**config.mk**
```make
export PLATFORM = sky130hd
export DESIGN_NAME = mem_ctrl64_flat
export DESIGN_NICKNAME = d
export VERILOG_FILES = /design/src/rtl/mem_ctrl64_pkg.sv /design/src/rtl/mem_ctrl64_if.sv /design/src/rtl/mem_ctrl64.sv /design/src/flat_wrapper.sv
export SDC_FILE = /design/constraint.sdc
export NUM_CORES = 1
export LEC_CHECK = 0
export CORE_MARGIN = 8
export CORE_UTILIZATION = 43
export CTS_CLUSTER_DIAMETER = 100
export DETAILED_ROUTE_END_ITERATION = 7
export PLACE_DENSITY = 0.8
export SLEW_MARGIN = 15
export SYNTH_ARGS = -nofsm -noshare
export SYNTH_HDL_FRONTEND = slang
export SYNTH_SLANG_ARGS = --single-unit
```
**constraint.sdc**
```tcl
create_clock -name clk -period 1.8 [get_ports clk]
set_input_delay 0.36 -clock clk [delete_from_list [all_inputs] [get_ports clk]]
set_output_delay 0.36 -clock clk [all_outputs]
set_load 0.03 [all_outputs]
```
**src/rtl/mem_ctrl64_pkg.sv**
```systemverilog
// Shared widths and FSM state encoding for the mem_ctrl64 RAM front end.
package mem_ctrl64_pkg;
  localparam int DW    = 16;
  localparam int AW    = 6;
  localparam int DEPTH = 1 << AW;

  typedef enum logic [2:0] {
    ST_CLEAR = 3'd0,
    ST_IDLE  = 3'd1,
    ST_WRITE = 3'd2,
    ST_READ  = 3'd3,
    ST_RESP  = 3'd4
  } state_t;
endpackage

```
**src/rtl/mem_ctrl64_if.sv**
```systemverilog
// CPU-side request/response channel of mem_ctrl64 (valid/ready on both directions).
interface mem_ctrl64_if;
  import mem_ctrl64_pkg::*;

  logic          req_valid;
  logic          req_ready;
  logic          req_we;
  logic [AW-1:0] req_addr;
  logic [DW-1:0] req_wdata;
  logic          rsp_valid;
  logic          rsp_ready;
  logic [DW-1:0] rsp_rdata;

  modport master (
    output req_valid, req_we, req_addr, req_wdata, rsp_ready,
    input  req_ready, rsp_valid, rsp_rdata
  );

  modport slave (
    input  req_valid, req_we, req_addr, req_wdata, rsp_ready,
    output req_ready, rsp_valid, rsp_rdata
  );
endinterface

```
**src/rtl/mem_ctrl64.sv**
```systemverilog
// Request/response front end for the 64x16 RAM: turns valid/ready requests into
// load/address/in strobes, registers read data, and zero-fills the RAM on reset or demand.
module mem_ctrl64
  import mem_ctrl64_pkg::*;
(
  input  logic          clk,
  input  logic          rst_n,
  mem_ctrl64_if.slave   bus,
  input  logic          clear_req,
  output logic          busy,
  output logic [DW-1:0] mem_in,
  output logic          mem_load,
  output logic [AW-1:0] mem_addr,
  input  logic [DW-1:0] mem_out
);

  state_t        state, state_n;
  logic [AW-1:0] clr_cnt, clr_cnt_n;
  logic [AW-1:0] a_q, a_n;
  logic [DW-1:0] d_q, d_n;
  logic [DW-1:0] rdata_q, rdata_n;
  logic          req_ready_c;
  logic          rsp_valid_c;

  always_ff @(posedge clk or negedge rst_n) begin
    if (!rst_n) begin
      state   <= ST_CLEAR;
      clr_cnt <= '0;
      a_q     <= '0;
      d_q     <= '0;
      rdata_q <= '0;
    end else begin
      state   <= state_n;
      clr_cnt <= clr_cnt_n;
      a_q     <= a_n;
      d_q     <= d_n;
      rdata_q <= rdata_n;
    end
  end

  // RAM strobes depend only on registered state, so a request never reaches the RAM combinationally.
  always_comb begin
    state_n     = state;
    clr_cnt_n   = clr_cnt;
    a_n         = a_q;
    d_n         = d_q;
    rdata_n     = rdata_q;
    req_ready_c = 1'b0;
    rsp_valid_c = 1'b0;
    busy        = 1'b0;
    mem_load    = 1'b0;
    mem_addr    = a_q;
    mem_in      = '0;

    case (state)
      ST_CLEAR: begin
        busy      = 1'b1;
        mem_load  = 1'b1;
        mem_addr  = clr_cnt;
        clr_cnt_n = clr_cnt + 1'b1;
        if (clr_cnt == AW'(DEPTH - 1)) state_n = ST_IDLE;
      end
      ST_IDLE: begin
        req_ready_c = ~clear_req;
        if (clear_req) begin
          state_n = ST_CLEAR;
        end else if (bus.req_valid) begin
          a_n     = bus.req_addr;
          d_n     = bus.req_wdata;
          state_n = bus.req_we ? ST_WRITE : ST_READ;
        end
      end
      ST_WRITE: begin
        mem_load = 1'b1;
        mem_in   = d_q;
        state_n  = ST_IDLE;
      end
      ST_READ: begin
        rdata_n = mem_out;
        state_n = ST_RESP;
      end
      ST_RESP: begin
        rsp_valid_c = 1'b1;
        if (bus.rsp_ready) state_n = ST_IDLE;
      end
      default: state_n = ST_CLEAR;
    endcase
  end

  assign bus.req_ready = req_ready_c;
  assign bus.rsp_valid = rsp_valid_c;
  assign bus.rsp_rdata = rdata_q;

endmodule

```
**src/flat_wrapper.sv**
```systemverilog
// flat-port wrapper written by rule: the top's interface ports become plain ports
module mem_ctrl64_flat import mem_ctrl64_pkg::*;
  (clk, rst_n, clear_req, busy, mem_in, mem_load, mem_addr, mem_out, bus_req_valid, bus_req_we, bus_req_addr, bus_req_wdata, bus_rsp_ready, bus_req_ready, bus_rsp_valid, bus_rsp_rdata);
  mem_ctrl64_if bus_i ();
  input  logic clk;
  input  logic rst_n;
  input  logic clear_req;
  output logic busy;
  output logic [DW-1:0] mem_in;
  output logic mem_load;
  output logic [AW-1:0] mem_addr;
  input  logic [DW-1:0] mem_out;
  input wire logic [$bits(bus_i.req_valid)-1:0] bus_req_valid;
  input wire logic [$bits(bus_i.req_we)-1:0] bus_req_we;
  input wire logic [$bits(bus_i.req_addr)-1:0] bus_req_addr;
  input wire logic [$bits(bus_i.req_wdata)-1:0] bus_req_wdata;
  input wire logic [$bits(bus_i.rsp_ready)-1:0] bus_rsp_ready;
  output wire logic [$bits(bus_i.req_ready)-1:0] bus_req_ready;
  output wire logic [$bits(bus_i.rsp_valid)-1:0] bus_rsp_valid;
  output wire logic [$bits(bus_i.rsp_rdata)-1:0] bus_rsp_rdata;
  assign bus_i.req_valid = bus_req_valid;
  assign bus_i.req_we = bus_req_we;
  assign bus_i.req_addr = bus_req_addr;
  assign bus_i.req_wdata = bus_req_wdata;
  assign bus_i.rsp_ready = bus_rsp_ready;
  assign bus_req_ready = bus_i.req_ready;
  assign bus_rsp_valid = bus_i.rsp_valid;
  assign bus_rsp_rdata = bus_i.rsp_rdata;
  mem_ctrl64 u_core (.clk(clk), .rst_n(rst_n), .bus(bus_i), .clear_req(clear_req), .busy(busy), .mem_in(mem_in), .mem_load(mem_load), .mem_addr(mem_addr), .mem_out(mem_out));
endmodule
```
==> impl_metrics.yaml, run 1 <==
critical_path:
  cp_common_cell: "buf_6"
  worstPathArrival_ns: 1.57
  slowest_stage: "dfrtp_1"
  critPathLaunchType: "flip-flop"
  crit_path_end_kind: "output port"
  cp_slowest_stage_delay_ns: 0.43
  path_max_fanout: 8
  critPathBufInv: 2
  cp_cell_sequence: "nor3_2 > buf_6 > mux2_4 > buf_6"
  critPathRequiredTime_ns: 1.44
  crit_family: "flip-flops"
  critical_path_class: "flip-flop to output port"
grt:
  grt_overflow_total: 0
  grtUsageTotal_pct: 14.9
  antenna_found_initial: 0
  grt_first_pass_wirelength_microns: 8610
  grt_pass1_vias: 1666
  grt_max_degree: 31
synthesis:
  yosysWarnings: 0
  syn-num-nets: 192
  netlist_area_sq_mm: 0.00211
  synth-simple-area-share_pct: 10.5
  synthTopCellsByArea: "dfrtp_1 (56%), mux2_2 (14%), mux2_4 (14%)"
  avgSynthCellArea_sq_um: 14.4
  ys_ff_latch: 47
  yosysSeqAreaShare_pct: 55.7
  yosysTopAreaCellShare_pct: 55.7
  yosysTopAreaCell: "dfrtp_1"
  synthAdderAreaFrac_pct: 0.593
  synth-compound-area-share_pct: 0.771
  syn_inst: 147
  synth_top_family_by_area: "multiplexers"
  synth_xor_xnor_area_share_pct: 2.07
  synth_cell_type_count: 27
  synth_mux_area_share_pct: 27.4
power:
  combPwrFrac_pct: 54.6
  peakVddDrop_uv: 840
  internal-power_uw: 3740
  power_switching_share_pct: 36.4
  p_leak_uw: 0.00163
  power_density_mw_per_mm2: 1730
  p_seq_share_pct: 32.0
  clock_power_share_pct: 13.4
  switchingPower_uw: 2140
clocking:
  clock_latency_ns: 0.29
  cts_max_level: 2
  path_clk_slew_ns: 0.09
  numCtsBuffers: 5
  cts_num_sinks: 47
  cts_tree: "built"
  cts-root-buf: "clkbuf_8"
  clk_path_buf_depth: 2
sta:
  worst_hold_slack_ns: 0.506
  rsz0062_at_grt: "true"
  setup-violations-final: 22
  final_hold_viol_count: 0
  fin_crit_sh_pct: 107
  period_needed_ns: 1.93
  fmax_mhz: 517
  slew_violations: 0
  tightest_slew_ns: 0.451
  maxSlewHeadroom_pct: 69.8
  finalWorstSetupSlack_ns: -0.133
  fin_skew_ns: 0.0101
place:
  place_congestion: 0.754
  port_buffers: 85
  hpwl_microns: 4070
  placed_cell_area_sq_mm: 0.00306
  place_ws_ns: -0.201
finish:
  multi_input_area_sq_um: 930
  postLayoutCellArea_sq_mm: 0.00341
  seq_area_sq_mm: 0.00118
  antenna_cells: 0
  fillers: 318
  area_growth_pct: 61.4
  drive_gt1_share_pct: 42.6
  fin_nets: 293
floorplan:
  die_h_microns: 86.1
  num_rows: 25
  dieArea_sq_mm: 0.00741
  initial_core_util_pct: 44.7
  design.core.area_sq_mm: 0.00472
  die_w_microns: 86.1
  io_pins: 86
run_status:
  status: "finished with violations"
  violations: "setup timing"
routing:
  drtIter0Drc: 67
  finalWirelength_microns: 5610
  drt-pass1-iter-count: 4
  vias: 1515
  ant_nets: 0
  avgRoutedWirePerCell_microns: 17.7
  post_drt_via_cell_ratio: 4.79
  drc: 0
worst_hold_path:
  hp-class: "flip-flop to flip-flop"
flow_run:
  max-cap-violations: 0
stage by stage:
| stage | util [%] | setup TNS [ns] | cells | power (uW) |
|---|---|---|---|---|
| floorplan | - | 0 | 147 | 3660 |
| global placement | 64.8 | -1.26 | 302 | 4730 |
| detailed placement | 64.8 | -1.84 | 302 | 4790 |
| CTS | 70.5 | -1.15 | 312 | 5840 |
| global route | 72.1 | -2.91 | 316 | 6180 |
| finish | 72.1 | -1.53 | 316 | 5880 |
cell usage after synthesis, drive strengths merged:
cell     n
dfrtp   47
mux2    45
and3    16
nand2    5
buf      4
clkbuf   4
nor2     4
inv      3
xnor2    3
nand3b   2
nand4    2
nor3     2
xor2     2
a21oi    1
and2     1
ha       1
nand2b   1
nand4b   1
nor4     1
o21ai    1
o22ai    1
state kept, by name, summed over array words and instances, names as in the netlist:
name / count
u_core.a_q: 6
u_core.state: 3
u_core.d_q: 16
u_core.bus.rsp_rdata: 16
u_core.clr_cnt: 6
final cells by class:
| class | instances | area share, % |
|---|---|---|
| inverter | 3 | 0.331 |
| timing repair buffer | 102 | 31.9 |
| tap | 67 | 2.46 |
| multi-input combinational | 89 | 27.3 |
| sequential | 47 | 34.5 |
| clock buffer | 6 | 2.42 |
| clock inverter | 2 | 1.03 |
path summary, 6_finish.rpt:
path / cells past startpoint / from / end / slack (ns)
worst max register to register: 8 / u_core.state[1]$_DFFE_PN0P_ / u_core.d_q[1]$_DFFE_PN0P_ / 0.05
worst min register to register: 1 / u_core.d_q[11]$_DFFE_PN0P_ / u_core.d_q[11]$_DFFE_PN0P_ / 0.51
worst max-delay path: 4 / u_core.state[1]$_DFFE_PN0P_ / mem_addr[5] / -0.13
max in group asynchronous: 3 / rst_n / u_core.clr_cnt[4]$_DFFE_PN0N_ / 0.75
min in group asynchronous: 2 / rst_n / u_core.d_q[4]$_DFFE_PN0P_ / 0.56
worst min-delay path: 1 / u_core.d_q[11]$_DFFE_PN0P_ / u_core.d_q[11]$_DFFE_PN0P_ / 0.51
timing repair:
action | 4_1_cts | 5_1_grt
gates cloned | 1 | 2
endpoints found under the hold margin | 7 | 0
setup buffers | 0 | 2
endpoints found under the setup margin | 23 | 23
resized for setup | 76 | 8
hold buffers | 1 | 0
pin swaps | 1 | 2
cells in the final DEF, fill, tap and decap left out, drive strengths merged, types with 2 or more instances in the layout:
cell type      instances
and3                  16
buf                   42
clkbuf                 7
clkdlybuf4s50         58
dfrtp                 47
inv                    3
mux2                  45
nand2                  5
nand3b                 2
nand4                  2
nor2                   4
nor3                   2
xnor2                  3
xor2                   2
power groups by stage:
stage / Combinational (uW) / Clock, uW / Sequential (uW)
2_1_floorplan: 1460 / 0 / 2200
3_3_place_gp: 2860 / 0 / 1880
3_5_place_dp: 2890 / 0 / 1900
4_1_cts: 3140 / 809 / 1890
5_1_grt: 3380 / 860 / 1940
6_report: 3210 / 786 / 1880
routing by layer:
layer | global-route usage, % | wire length (microns)
met2 | 26.6 | 2980
met1 | 16.7 | 2340
met3 | 3.44 | 216
met5 | 0 | 0
met4 | 5.41 | 70
cell families after synthesis:
kind of cell,Yosys count
compound gates,3
xor+xnor,5
buf+inv,11
mux,45
flops,47
simple gates,35
fa+ha+maj,1
Note: power is estimated with default switching activity, not from simulation.
==> inputs of run 2 (changes only) <==
--- a/config.mk
+++ b/config.mk
@@ -5,7 +5,6 @@
 export SDC_FILE = /design/constraint.sdc
 export NUM_CORES = 1
 export LEC_CHECK = 0
-export CORE_MARGIN = 8
 export CORE_UTILIZATION = 43
 export CTS_CLUSTER_DIAMETER = 100
 export DETAILED_ROUTE_END_ITERATION = 7
==> run 2 against run 1 <==
The flow finishes with violations (DRC, setup timing). Clock skew fell by 0.0063 ns. Sequential power barely moved. Die area down 30%. Critical path depth unchanged. Clock power up 1%. Sequential share of layout area up 0.31 points. Final cell count did not move. Total power increased by 0.53%. Non-clock buffer count did not move. Core utilization decreased by 0.64 points.
==> impl_metrics.yaml, run 2 (same netlist as run 1, synthesis figures left out) <==
sta:
  period_needed_ns: 1.88
  finalWorstSetupSlack_ns: -0.0783
  fin_setup_tns_ns: -1.11
  slew_violations: 0
  tightest_slew_ns: 0.471
  setup-violations-final: 22
  fmax_mhz: 532
  fin_skew_ns: 0.00380
  fin_crit_sh_pct: 104
  maxSlewHeadroom_pct: 68.6
  rsz0062_at_grt: "true"
  final_hold_viol_count: 0
routing:
  finalWirelength_microns: 4800
  drtIter0Drc: 53
  drt-pass1-iter-count: 6
  vias: 1534
  drc: 2
  avgRoutedWirePerCell_microns: 15.2
  ant_nets: 0
  post_drt_via_cell_ratio: 4.85
critical_path:
  crit_path_end_kind: "output port"
  worstPathArrival_ns: 1.52
  critPathLaunchType: "flip-flop"
  critical_path_class: "flip-flop to output port"
  path_max_fanout: 8
  critPathRequiredTime_ns: 1.44
place:
  hpwl_microns: 3300
  dp.cells: 303
  placed_cell_area_sq_mm: 0.00307
  port_buffers: 85
  place_congestion: 0.765
  place_ws_ns: -0.210
floorplan:
  io_pins: 86
  dieArea_sq_mm: 0.00519
  num_rows: 25
  die_w_microns: 72.1
  initial_core_util_pct: 44.7
  design.core.area_sq_mm: 0.00472
  die_h_microns: 72.1
grt:
  grt_pass1_vias: 1487
  grt_overflow_total: 0
  grt_first_pass_wirelength_microns: 7480
  antenna_found_initial: 0
  grtUsageTotal_pct: 19.4
  grt_max_degree: 29
power:
  peakVddDrop_uv: 880
  p_leak_uw: 0.00162
  total_power_uw: 5910
  power_density_mw_per_mm2: 1750
clocking:
  path_clk_slew_ns: 0.08
  numCtsBuffers: 5
  clk_path_buf_depth: 2
  cts_tree: "built"
  cts_max_level: 2
  cts_hold_buf: 0
  clock_latency_ns: 0.30
  cts_num_sinks: 47
  cts-root-buf: "clkbuf_8"
run_status:
  status: "finished with violations"
  violations: "DRC, setup timing"
worst_hold_path:
  hp-class: "primary input to asynchronous set/reset pin"
finish:
  instances_no_fill: 316
  final_common_cell: "clkdlybuf4s50_1"
  antenna_cells: 0
  area_growth_pct: 59.9
  multi_input_area_sq_um: 930
  seq_area_sq_mm: 0.00118
  postLayoutCellArea_sq_mm: 0.00338
  layout_common_cells: "clkdlybuf4s50_1 (57), dfrtp_1 (47), buf_6 (28)"
  fin_nets: 293
  drive_gt1_share_pct: 43.0
  fillers: 331
flow_run:
  max-cap-violations: 0
-- run 2: power by group --
group	switching [uW]	total, uW	internal (uW)
registers	316	1900	1580
clock network	347	796	449
logic	1490	3220	1730
-- run 2: what timing repair did --
item,in CTS,in global routing
pin swaps,3,0
setup buffers,3,0
endpoints found under the hold margin,0,0
gates cloned,2,0
setup endpoints to repair,23,24
gates resized for setup,80,2
-- run 2: routing by layer --
metal | vias to the layer above | share of wire, % | GRT usage, % | wire length (microns)
met5 | - | 0 | 0 | 0
met4 | 0 | 2.6 | 9.37 | 124
met1 | 755 | 44 | 24.8 | 2120
met3 | 9 | 4.3 | 5.14 | 204
li1 | 718 | - | - | -
met2 | 52 | 49 | 30.6 | 2340
-- run 2: area by class of cell --
class                   count  area share (%)
clock inverters             2            1.04
multi-input cells          89            27.5
inverters                   3           0.334
repair buffers            102            31.3
flip-flops and latches     47            34.8
clock buffers               6            2.45
well taps                  67            2.48
-- run 2: metrics by stage --
stage	hold WS, ns	util [%]
6_report	0.00466	71.5
4_1_cts	0.0202	71.3
3_5_place_dp	0.345	64.9
2_1_floorplan	0.0644	-
5_1_grt	0.0325	71.5
3_3_place_gp	0.333	64.9
-- run 2: worst max-delay path, stage by stage (launching register included) --
cell and delay, ns:
dfrtp_1 0.40, nor3_2 0.20, buf_6 0.17, mux2_4 0.31, buf_6 0.14
-- run 2: worst paths after layout --
kind | from | to | slack [ns] | cells after the start
setup / recovery | u_core.state[2]$_DFFE_PN0P_ | mem_addr[0] | -0.08 | 4
hold / removal | rst_n | u_core.clr_cnt[5]$_DFFE_PN0N_ | 0.005 | 1
setup reg to reg | u_core.state[2]$_DFFE_PN0P_ | u_core.d_q[6]$_DFFE_PN0P_ | 0.15 | 7
hold reg to reg | u_core.bus.rsp_rdata[0]$_DFFE_PN0N_ | u_core.bus.rsp_rdata[0]$_DFFE_PN0N_ | 0.51 | 1
max in group asynchronous | rst_n | u_core.d_q[6]$_DFFE_PN0P_ | 1.29 | 2
min in group clk | u_core.bus.rsp_rdata[0]$_DFFE_PN0N_ | u_core.bus.rsp_rdata[0]$_DFFE_PN0N_ | 0.51 | 1
